==> src/rtl/universal_rotate_reg.sv <==
// Parametrised rotate/shift register with serial-in shifts and multi-step rotate-by-N (busy/done).
// Optional feature macro: UROT_PARITY_EN enables the combinational parity output.
module universal_rotate_reg #(
   parameter int WIDTH = 8,
   parameter int AMT_W = $clog2(WIDTH)
) (
   input  logic             clock,
   input  logic             reset,
   input  logic [WIDTH-1:0] data,
   input  logic [2:0]       sel,
   input  logic [AMT_W-1:0] amt,
   input  logic             sin,
   output logic [WIDTH-1:0] qout,
   output logic             msb_out,
   output logic             lsb_out,
   output logic             busy,
   output logic             done,
   output logic             parity
);

   typedef enum logic {IDLE, ROT} state_t;

   state_t           state;
   logic             dir_left;
   logic [AMT_W-1:0] cnt;

   function automatic logic [WIDTH-1:0] ror1(input logic [WIDTH-1:0] v);
      return {v[0], v[WIDTH-1:1]};
   endfunction

   function automatic logic [WIDTH-1:0] rol1(input logic [WIDTH-1:0] v);
      return {v[WIDTH-2:0], v[WIDTH-1]};
   endfunction

   always_ff @(posedge clock) begin
      if (reset) begin
         state    <= IDLE;
         qout     <= '0;
         busy     <= 1'b0;
         done     <= 1'b0;
         cnt      <= '0;
         dir_left <= 1'b0;
      end else begin
         done <= 1'b0;
         case (state)
            IDLE: begin
               case (sel)
                  3'd1: qout <= ror1(qout);
                  3'd2: qout <= rol1(qout);
                  3'd3: qout <= data;
                  3'd4: qout <= {sin, qout[WIDTH-1:1]};
                  3'd5: qout <= {qout[WIDTH-2:0], sin};
                  3'd6, 3'd7: begin
                     // accept edge only latches the op; stepping starts on the next edge
                     dir_left <= sel[0];
                     cnt      <= amt;
                     if (amt == '0) begin
                        done <= 1'b1;
                     end else begin
                        busy  <= 1'b1;
                        state <= ROT;
                     end
                  end
                  default: begin
                  end
               endcase
            end
            ROT: begin
               qout <= dir_left ? rol1(qout) : ror1(qout);
               cnt  <= cnt - AMT_W'(1);
               if (cnt == AMT_W'(1)) begin
                  state <= IDLE;
                  busy  <= 1'b0;
                  done  <= 1'b1;
               end
            end
            default: state <= IDLE;
         endcase
      end
   end

   assign msb_out = qout[WIDTH-1];
   assign lsb_out = qout[0];

`ifdef UROT_PARITY_EN
   assign parity = ^qout;
`else
   assign parity = 1'b0;
`endif

endmodule

==> config.mk <==
export PLATFORM = sky130hd
export DESIGN_NAME = universal_rotate_reg
export DESIGN_NICKNAME = d
export VERILOG_FILES = /design/src/rtl/universal_rotate_reg.sv
export SDC_FILE = /design/constraint.sdc
export NUM_CORES = 1
export LEC_CHECK = 0
export ABC_CLOCK_PERIOD_IN_PS = 2000
export BUFFER_PORTS_ARGS = -buffer_cell sky130_fd_sc_hd__buf_4
export CAP_MARGIN = 20
export CELL_PAD_IN_SITES_DETAIL_PLACEMENT = 0
export CELL_PAD_IN_SITES_GLOBAL_PLACEMENT = 1
export CORE_MARGIN = 2
export CORE_UTILIZATION = 29
export CTS_BUF_LIST = sky130_fd_sc_hd__clkbuf_2 sky130_fd_sc_hd__clkbuf_4 sky130_fd_sc_hd__clkbuf_8
export DETAILED_ROUTE_END_ITERATION = 8
export PLACE_DENSITY = 0.61
export SETUP_SLACK_MARGIN = 0.05
export SLEW_MARGIN = 40
export SYNTH_ARGS = -nofsm -noshare
export SYNTH_HDL_FRONTEND = slang
export SYNTH_SLANG_ARGS = --single-unit
==> constraint.sdc <==
create_clock -name clock -period 2 [get_ports clock]
set_clock_uncertainty 0.1 [all_clocks]
set_input_delay 0.2 -clock clock [delete_from_list [all_inputs] [get_ports clock]]
set_output_delay 0.2 -clock clock [all_outputs]
set_load 0.005 [all_outputs]
==> metrics list <==
* Max Fanout on Critical Path: 9
- In the routed layout, each cell is associated on average with a via count of 5.20.
- In the final routed layout, each cell accounts on average for 13.9 um.
- The die covers 3770 sq um.
- Endpoints failing hold: 0
* Insertion delay to the later sink of the worst-skew pair: 0.29 ns
- Number of antenna-violating nets in the routed design: 0
- DP Wirelength: 1.87 mm
- Distinct cell type count after synthesis: 33
* Worst slew margin relative to its limit: 0.578
* Overall routed net length: 2.55 mm
- Area of all placed cells without fillers: 1230 sq um
- Post-layout utilization of the core: 0.397
- Synth warn: 0
* Post-CTS setup buffers: 0
- Setup violations remaining at the end of the flow were counted as 0.
* Number of buffers on the longest clock path: 2
* Vias in the first global route: 873
* Starting utilization of the core area: 0.308
- Pwr Total: 0.769 mW
* Sequential cell area: 300 sq um
- Type of the most critical hold path: in -> reg
* Clock buffers created by TritonCTS: 3
* Vias: 956
- For this run, the register share of the synthesized area comes to 0.315.
- In this run the count of I/O pins placed on the die edge is 30.
- Antenna violations before repair: 0
- Pin slew with the least headroom to its limit: 0.629 ns
- The worst-case IR drop observed on VDD is 0.000238 V.
- Area of combinational cells with multiple inputs: 589 sq um
- The initialized floorplan defines 20 standard-cell rows.
- Root cell of the clock tree: sky130_fd_sc_hd__clkbuf_4
* Congestion Overflow GR: 0
* CTS sink cnt: 15
- STA puts the critical path data required time at 2.10 ns.
* Area share of the largest cell type after synthesis: 0.315
- Layout filler cell count: 353
* Placer Congestion: 0.758
- Minimum clock period: 1.57 ns
- Hold repair after CTS inserted 0 buffers.
- Inserted Diodes: 0
- STA puts the critical path data arrival time at 1.67 ns.
- Startpoint type of the worst setup path: flop
- In this run the number of H-tree levels came out at 1.
* Leakage component of the power: 0.509 nW
- Ranking of synthesized cells by area: sky130_fd_sc_hd__dfxtp_1 31%, sky130_fd_sc_hd__a221oi_1 8.3%, sky130_fd_sc_hd__a211oi_1 6.3%
- Final routed DRC violation total: 0
- For the final routed database, the setup TNS stands at 0 ns.
- Synthesized area: 955 sq um
* Detailed-routing iteration count for the pre-antenna-repair pass: 4
- The worst setup path is captured at a flop.
- Setup repair after global routing left no endpoint under its margin.
- Input and output buffers added on the ports amount to 28.
* TritonCTS clock tree: built
- Post-synthesis to final-layout area growth: 29.0%
* FF+latch count, synth: 15
- Clock edge transition at the registers on the reported setup and hold paths: 0.10 ns
- The flow ran to the end, and the final reports show no timing, DRC or antenna violations.
* Pins Over Slew Limit: 0
- Total nets after synthesis: 133
- Ratio of final minimum period to clock period: 0.786
* First-iteration detailed-routing DRC count: 44
- Largest net degree at the start of global routing: 16
- Cell area reported after detailed placement: 1200 sq um
- Average cell area after synthesis: 8.52 sq um
- Floorplan core area: 3100 sq um
- Power per unit of standard cell area: 624 nW/um^2
- The tool flagged a number of max-cap violations equal to 0.
- The first global-routing pass estimated 4.04 mm of wire.
* Peak clock frequency supported by timing: 0.636 GHz
- Of all cell types, the one taking the most synthesized area is sky130_fd_sc_hd__dfxtp_1.
- From bottom edge to top edge, the die measures 61.4 um.
* Start-to-end type of the worst setup path: reg -> reg
- Count of mapped cells out of synthesis: 112
- Fraction of layout cells with a size suffix above 1: 0.293
- Nets: 162
- Horizontal die dimension: 61.4 um
- Across every metal layer, demand over resource in global routing totals 0.148.
- CTS-repair resized insts: 0
[layer usage]
layer / track usage / wire length, um / vias to the layer above
li1: - / - / 480
met2: 0.240 / 1240 / 36
met1: 0.192 / 1110 / 438
met3: 0.0273 / 175 / 2
met5: 0 / 0 / -
met4: 0.0638 / 21 / 0
[per-stage QoR]
stage               setup slack [ns]  cells  hold WS, ns
floorplan                      0.390    112        0.173
global placement               0.273    180        0.347
detailed placement             0.287    180        0.364
CTS                            0.413    184       0.0586
global route                   0.282    184       0.0769
finish                         0.429    184       0.0623
[cell families (layout without fill, tap and decap cells)]
family,Yosys count,count (layout),share of synthesized area
other cells,1,1,0.00393
compound gates,44,44,0.354
flops,15,15,0.315
simple gates,34,34,0.197
buf+inv,13,41,0.0681
mux,1,1,0.0105
fa+ha+maj,4,4,0.0524
[state kept, by name (all words and copies together), names as in the netlist]
signal / count
qout: 8
cnt: 3
state: 1
busy: 1
done: 1
dir_left: 1
[area by class of cell]
class,count,area share
clock inverter,1,0.00407
multi-input combinational,84,0.479
timing repair buffer,32,0.195
clock buffer,3,0.0183
tap,44,0.0447
inverter,5,0.0152
sequential,15,0.244
[cells in the mapped netlist]
master                     number
sky130_fd_sc_hd__o21ai_1        2
sky130_fd_sc_hd__a221oi_1       9
sky130_fd_sc_hd__a22o_1         4
sky130_fd_sc_hd__clkbuf_1       3
sky130_fd_sc_hd__a221o_1        1
sky130_fd_sc_hd__a222oi_1       1
sky130_fd_sc_hd__inv_1          5
sky130_fd_sc_hd__mux2i_1        1
sky130_fd_sc_hd__and2_1         2
sky130_fd_sc_hd__a311oi_1       1
sky130_fd_sc_hd__clkbuf_2       1
sky130_fd_sc_hd__and2b_1        2
sky130_fd_sc_hd__o21a_1         2
sky130_fd_sc_hd__or3b_4         1
sky130_fd_sc_hd__a21oi_4        1
sky130_fd_sc_hd__o21ai_0        5
sky130_fd_sc_hd__and3_1         2
sky130_fd_sc_hd__and4bb_2       1
sky130_fd_sc_hd__conb_1         1
sky130_fd_sc_hd__nand2b_1       1
sky130_fd_sc_hd__a21oi_1        6
sky130_fd_sc_hd__buf_4          4
sky130_fd_sc_hd__dfxtp_1       15
sky130_fd_sc_hd__a211oi_1       8
sky130_fd_sc_hd__a211oi_2       1
sky130_fd_sc_hd__a32oi_1        3
sky130_fd_sc_hd__nor3b_2        1
sky130_fd_sc_hd__nor3_1         2
sky130_fd_sc_hd__nor2_1        14
sky130_fd_sc_hd__ha_1           4
sky130_fd_sc_hd__nor2b_1        3
sky130_fd_sc_hd__and3b_1        1
sky130_fd_sc_hd__nand2_1        4
[where the power goes]
part           switching [mW]  internal, mW  total, mW
Sequential             0.0321         0.326      0.358
Combinational           0.109         0.117      0.226
Clock                   0.110        0.0744      0.184
Total                   0.251         0.518      0.769
[path summary, 6_finish.rpt]
path | startpoint | end | slack (ns) | depth (start not counted)
worst max-delay path | state | qout[0] | 0.43 | 5
worst min register to register | busy | busy | 0.37 | 2
worst min-delay path | amt[0] | cnt[0] | 0.06 | 3
worst max register to register | state | qout[0] | 0.43 | 5
[critical path: stages, from the launching register on]
cell and delay [ns]:
sky130_fd_sc_hd__dfxtp_1 0.38, sky130_fd_sc_hd__buf_4 0.18, sky130_fd_sc_hd__nor2_1 0.13, sky130_fd_sc_hd__o21a_1 0.35
sky130_fd_sc_hd__a21oi_1 0.08, sky130_fd_sc_hd__a221oi_1 0.26
[cell usage in the layout, fill, tap and decap left out, types with 3 or more instances in the layout]
cell type                   n
sky130_fd_sc_hd__buf_4     32
sky130_fd_sc_hd__dfxtp_1   15
sky130_fd_sc_hd__nor2_1    14
sky130_fd_sc_hd__a221oi_1   9
sky130_fd_sc_hd__a211oi_1   8
sky130_fd_sc_hd__a21oi_1    6
sky130_fd_sc_hd__inv_1      5
sky130_fd_sc_hd__o21ai_0    5
sky130_fd_sc_hd__a22o_1     4
sky130_fd_sc_hd__nand2_1    4
sky130_fd_sc_hd__ha_1       4
sky130_fd_sc_hd__nor2b_1    3
sky130_fd_sc_hd__a32oi_1    3
sky130_fd_sc_hd__clkbuf_4   3
(Power assumes the default switching activity.)
